$ cat src/rtl/tdm_demux_pkg.sv
// Shared types for the 1-to-4 TDM demultiplexer: FSM states, slot count and slot index.
package tdm_demux_pkg;

    typedef enum logic {
        HUNT   = 1'b0,
        LOCKED = 1'b1
    } state_t;

    localparam int SLOTS = 4;

    typedef logic [1:0] slot_t;

endpackage

$ cat src/rtl/tdm_slot_ctr.sv
// Modulo-4 slot counter. load0 marks a beat taken as slot 0, so the next beat is slot 1.
module tdm_slot_ctr
    import tdm_demux_pkg::*;
(
    input  logic       clk,
    input  logic       rst,
    input  logic       inc,
    input  logic       load0,
    output logic [1:0] slot
);

    always_ff @(posedge clk) begin
        if (rst) begin
            slot <= '0;
        end else if (load0) begin
            slot <= slot_t'(1);
        end else if (inc) begin
            slot <= slot + 2'd1;
        end
    end

endmodule

$ cat src/rtl/tdm_demux_1to4.sv
// 1-to-4 TDM demultiplexer with sof-based frame alignment (HUNT/LOCKED).
// Optional feature: define TDM_SYNC_ERR_EN to drive the sync_err misalignment pulse.
module tdm_demux_1to4 #(
    parameter int WIDTH = 8
) (
    input  logic             clk,
    input  logic             rst,
    input  logic [WIDTH-1:0] din,
    input  logic             din_valid,
    input  logic             sof,
    output logic [WIDTH-1:0] f0,
    output logic [WIDTH-1:0] f1,
    output logic [WIDTH-1:0] f2,
    output logic [WIDTH-1:0] f3,
    output logic             frame_valid,
    output logic             sync_err,
    output logic             fsm_state
);
    import tdm_demux_pkg::*;

    state_t           state;
    state_t           state_nxt;
    logic [1:0]       slot;
    logic             load0;
    logic             inc;
    logic             frame_done;
    logic [WIDTH-1:0] shadow [SLOTS-1];

    assign fsm_state = state;

    tdm_slot_ctr u_slot_ctr (
        .clk   (clk),
        .rst   (rst),
        .inc   (inc),
        .load0 (load0),
        .slot  (slot)
    );

    always_ff @(posedge clk) begin
        if (rst) begin
            state <= HUNT;
        end else begin
            state <= state_nxt;
        end
    end

    always_comb begin
        state_nxt  = state;
        load0      = 1'b0;
        inc        = 1'b0;
        frame_done = 1'b0;
        if (din_valid) begin
            case (state)
                HUNT: begin
                    if (sof) begin
                        load0     = 1'b1;
                        state_nxt = LOCKED;
                    end
                end
                LOCKED: begin
                    // sof always restarts the frame; a missing sof at slot 0 loses lock
                    if (sof) begin
                        load0 = 1'b1;
                    end else if (slot == 2'd0) begin
                        state_nxt = HUNT;
                    end else begin
                        inc        = 1'b1;
                        frame_done = (slot == 2'd3);
                    end
                end
                default: state_nxt = HUNT;
            endcase
        end
    end

    // Slot 3 goes straight to f3, so only slots 0..2 need a shadow register.
    always_ff @(posedge clk) begin
        if (rst) begin
            for (int i = 0; i < SLOTS - 1; i++) begin
                shadow[i] <= '0;
            end
            f0          <= '0;
            f1          <= '0;
            f2          <= '0;
            f3          <= '0;
            frame_valid <= 1'b0;
        end else begin
            frame_valid <= frame_done;
            if (load0) begin
                shadow[0] <= din;
            end else if (inc) begin
                for (int i = 1; i < SLOTS - 1; i++) begin
                    if (slot == slot_t'(i)) begin
                        shadow[i] <= din;
                    end
                end
            end
            if (frame_done) begin
                f0 <= shadow[0];
                f1 <= shadow[1];
                f2 <= shadow[2];
                f3 <= din;
            end
        end
    end

`ifdef TDM_SYNC_ERR_EN
    logic err_evt;

    always_comb begin
        err_evt = 1'b0;
        if (din_valid && state == LOCKED) begin
            err_evt = sof ? (slot != 2'd0) : (slot == 2'd0);
        end
    end

    always_ff @(posedge clk) begin
        if (rst) begin
            sync_err <= 1'b0;
        end else begin
            sync_err <= err_evt;
        end
    end
`else
    assign sync_err = 1'b0;
`endif

endmodule

$ cat config.mk
export PLATFORM = sky130hd
export DESIGN_NAME = tdm_demux_1to4
export DESIGN_NICKNAME = d
export VERILOG_FILES = /design/src/rtl/tdm_demux_pkg.sv /design/src/rtl/tdm_slot_ctr.sv /design/src/rtl/tdm_demux_1to4.sv
export SDC_FILE = /design/constraint.sdc
export NUM_CORES = 1
export LEC_CHECK = 0
export BUFFER_PORTS_ARGS = -buffer_cell sky130_fd_sc_hd__buf_2
export CAP_MARGIN = 5
export CORE_MARGIN = 2
export CORE_UTILIZATION = 42
export CTS_CLUSTER_SIZE = 30
export DETAILED_ROUTE_END_ITERATION = 12
export PLACE_DENSITY = 0.6
export SLEW_MARGIN = 20
export SYNTH_ARGS = -nofsm -noshare
export SYNTH_HDL_FRONTEND = slang
export SYNTH_SLANG_ARGS = --single-unit
export TNS_END_PERCENT = 50
$ cat constraint.sdc
create_clock -name clk -period 2.5 [get_ports clk]
set_clock_uncertainty 0.1 [all_clocks]
set_input_delay 0 -clock clk [delete_from_list [all_inputs] [get_ports clk]]
set_output_delay 0 -clock clk [all_outputs]
set_load 0.03 [all_outputs]
==> reports/metrics.csv <==
metric;value;unit
status;finished clean;
first-pass GRT wire length;7300;µm
Crit path largest cell delay;0.39;ns
mux cell area share after synthesis;0;
post-CTS setup buffer count;0;
final setup fails;0;
Netlist cell types;27;
RSZ-0062 raised after global routing;false;
LEAKAGE;1.104;nW
number of synthesized flops with an enable pin;24;
I/O pin count;47;
pin count of the biggest net entering global routing;43;
relative slew slack;0.5232;
Worst EP arrival;1.90;ns
critical path, cell by cell;inv_1 -> ha_1 -> nor3b_1 -> nand4b_1 -> buf_4 -> a21boi_0;
initial DRC count;56;
vias in the first global route;1532;
ANT cells;0;
detailed-route DRC error count;0;
setup_tns;0;ns
Tightest Pin Transition;0.7152;ns
Die ar.;5835;µm²
CTS tree;done;
routability cong.;0.7421;
combinational family with the most area after synthesis;simple AND/OR/NAND/NOR gates;
Power Density;702.4;nW/µm²
Die H;76.39;µm
Post-Syn Instances;206;
Yosys top cell area share;0.3275;
max-slew violation count;0;
Tcrit/Tclk final;0.7647;
crit start category;flop;
CTS H-tree lvls;3;
Crit Path Max Fanout;8;
TritonCTS buffer count;9;
Die Width;76.39;µm
MaxCap Viol Count;0;
ANT nets after route;0;
Skew-Pair Late Insertion Delay;0.33;ns
Starting Density;0.4337;
Post-Synth Simple-Gate Area;0.1518;
CP Data Required Time;2.49;ns
antenna violations before repair;0;
# port buffers;45;
CTS Sinks;60;
Vias;1589;
Worst path slowest cell;dfxtp_1;
CTS hold repair buffers;11;
largest area contributor in the netlist;dfxtp_1;
worst r2r src;u_slot_ctr.slot[0]$_SDFFE_PP0P_;
clk buf depth;2;
f_max;0.5231;GHz
post-synthesis sequential area ratio;0.6549;
clock-pin slew on the worst setup and hold paths;0.06;ns
Root Driver;clkbuf_8;
Cells after DPL;312;
reg2reg path depth;6;
most numerous cell in the Yosys netlist;nand2_1;
final hold vios;0;
non-filler instance count after layout;339;
critical path class;flop to flop;
worst vdd ir;0.3727;mV
Main synth FF type;dfxtp_1;
synthesized cell area;2201;µm²
cells taking the most area after synthesis;dfxtp_1 33%, edfxtp_1 33%, nand2_1 11%;
P&R area growth vs syn;24.96;%
Reg2Reg Capture Point;shadow[0][20]$_DFFE_PP_;
synthesis-stage register bit count;60;
Layout Nets;280;
hold_sp;rst;
post-layout util;0.5419;
crit end category;flop;
Synth Area in Compound Gates;0.1251;
total global routing overflow;0;
worst hold stages;2;
DP HPWL;2884;µm
final WL;4398;µm
Synth top cells by count;65 x nand2_1, 36 x dfxtp_1, 33 x a21oi_1, 24 x edfxtp_1, 8 x a21boi_0;
drt first pass iters;4;
Final min period;1.912;ns
Total GRT Usage;0.1605;
Async SR Flop Fraction;0;
total core area;5075;µm²
post-synth net total;222;
xor-xnor portion of the synthesized cell area;0;
layout cells sized above 1;0.2305;
# rows;26;
DR vias/cell;4.687;
post-synthesis adder-cell area fraction;0.02274;
synth warn;0;
filler instances;486;
Hold Path End;frame_valid$_SDFF_PP0_;
Post-Syn Area per Cell;10.68;µm²
Wirelength per Cell;12.97;µm
Worst Hold Class;input pin to flop;
post-cts sizing count;0;
R2R setup slack;0.59;ns
-- cell usage in the layout (no fill, tap or decap), types with 5 or more instances in the layout --
cell type      instances
edfxtp_1              24
a21oi_1               33
buf_4                  5
buf_2                 45
clkbuf_8               9
dlygate4sd3_1         11
nand2_1               65
a21boi_0               8
dfxtp_1               36
-- state kept, by name (all words and copies together), names as in the netlist --
| name | cells |
|---|---|
| u_slot_ctr.slot | 2 |
| f0 | 8 |
| f2 | 8 |
| fsm_state | 1 |
| f1 | 8 |
| shadow | 24 |
| f3 | 8 |
| frame_valid | 1 |
-- layout make-up --
class | instances | area (µm²) | area share
inverter | 2 | 7.507 | 0.002730
sequential | 60 | 1441 | 0.5241
clock inverter | 3 | 38.79 | 0.01410
clock buffer | 13 | 138.9 | 0.05050
tap | 70 | 87.58 | 0.03185
timing repair buffer | 61 | 372.9 | 0.1356
multi-input combinational | 130 | 663.1 | 0.2411
-- power by group --
group / leakage, nW / switching (mW) / internal, mW
Clock: 0.0890 / 0.349 / 0.457
Combinational: 0.478 / 0.0417 / 0.0302
Sequential: 0.538 / 0.0105 / 1.04
-- worst max-delay path, delay by kind of cell, from the launching register on --
kind | cells | cell delay (ns)
AOI/OAI and AO/OA | 1 | 0.33
adders and majority gates | 1 | 0.25
buffers and inverters | 2 | 0.26
DFF | 1 | 0.39
and+or+nand+nor | 2 | 0.34
-- metal layers --
layer | track usage | share of wire | wire length, µm
met1 | 0.2066 | 0.48 | 2105
met2 | 0.2540 | 0.47 | 2053
met3 | 0.06517 | 0.051 | 225
met4 | 0.03818 | 0.0030 | 13
met5 | 0 | 0 | 0
-- kinds of logic after synthesis --
kind of cell    Yosys count
compound gates           48
fa+ha+maj                 4
buf+inv                  16
flops                    60
other cells               1
simple gates             77
-- how the worst max path moves through the flow --
stage                                               start                      end  slack, ns  depth (start not counted)
after floorplan           u_slot_ctr.slot[0]$_SDFFE_PP0P_  shadow[0][10]$_DFFE_PP_       0.70                          5
after global placement    u_slot_ctr.slot[0]$_SDFFE_PP0P_   shadow[0][2]$_DFFE_PP_       0.64                          5
after detailed placement  u_slot_ctr.slot[0]$_SDFFE_PP0P_  shadow[0][20]$_DFFE_PP_       0.61                          5
after CTS                 u_slot_ctr.slot[0]$_SDFFE_PP0P_  shadow[0][20]$_DFFE_PP_       0.59                          6
after global routing      u_slot_ctr.slot[0]$_SDFFE_PP0P_   shadow[0][4]$_DFFE_PP_       0.42                          5
final                     u_slot_ctr.slot[0]$_SDFFE_PP0P_  shadow[0][20]$_DFFE_PP_       0.59                          6
-- per-stage QoR --
stage / power (mW) / worst slack, ns / cell area, µm² / hold slack [ns]
finish: 1.932 / 0.5884 / 2750 / 0.1145
global route: 1.998 / 0.4241 / 2750 / 0.1884
CTS: 1.951 / 0.5927 / 2750 / 0.1070
detailed placement: 1.133 / 0.6147 / 2462 / 0.1678
global placement: 1.134 / 0.6438 / 2462 / 0.1621
floorplan: 1.109 / 0.6965 / 2201 / 0.03600
No activity file was read; power rests on OpenSTA's default activity.
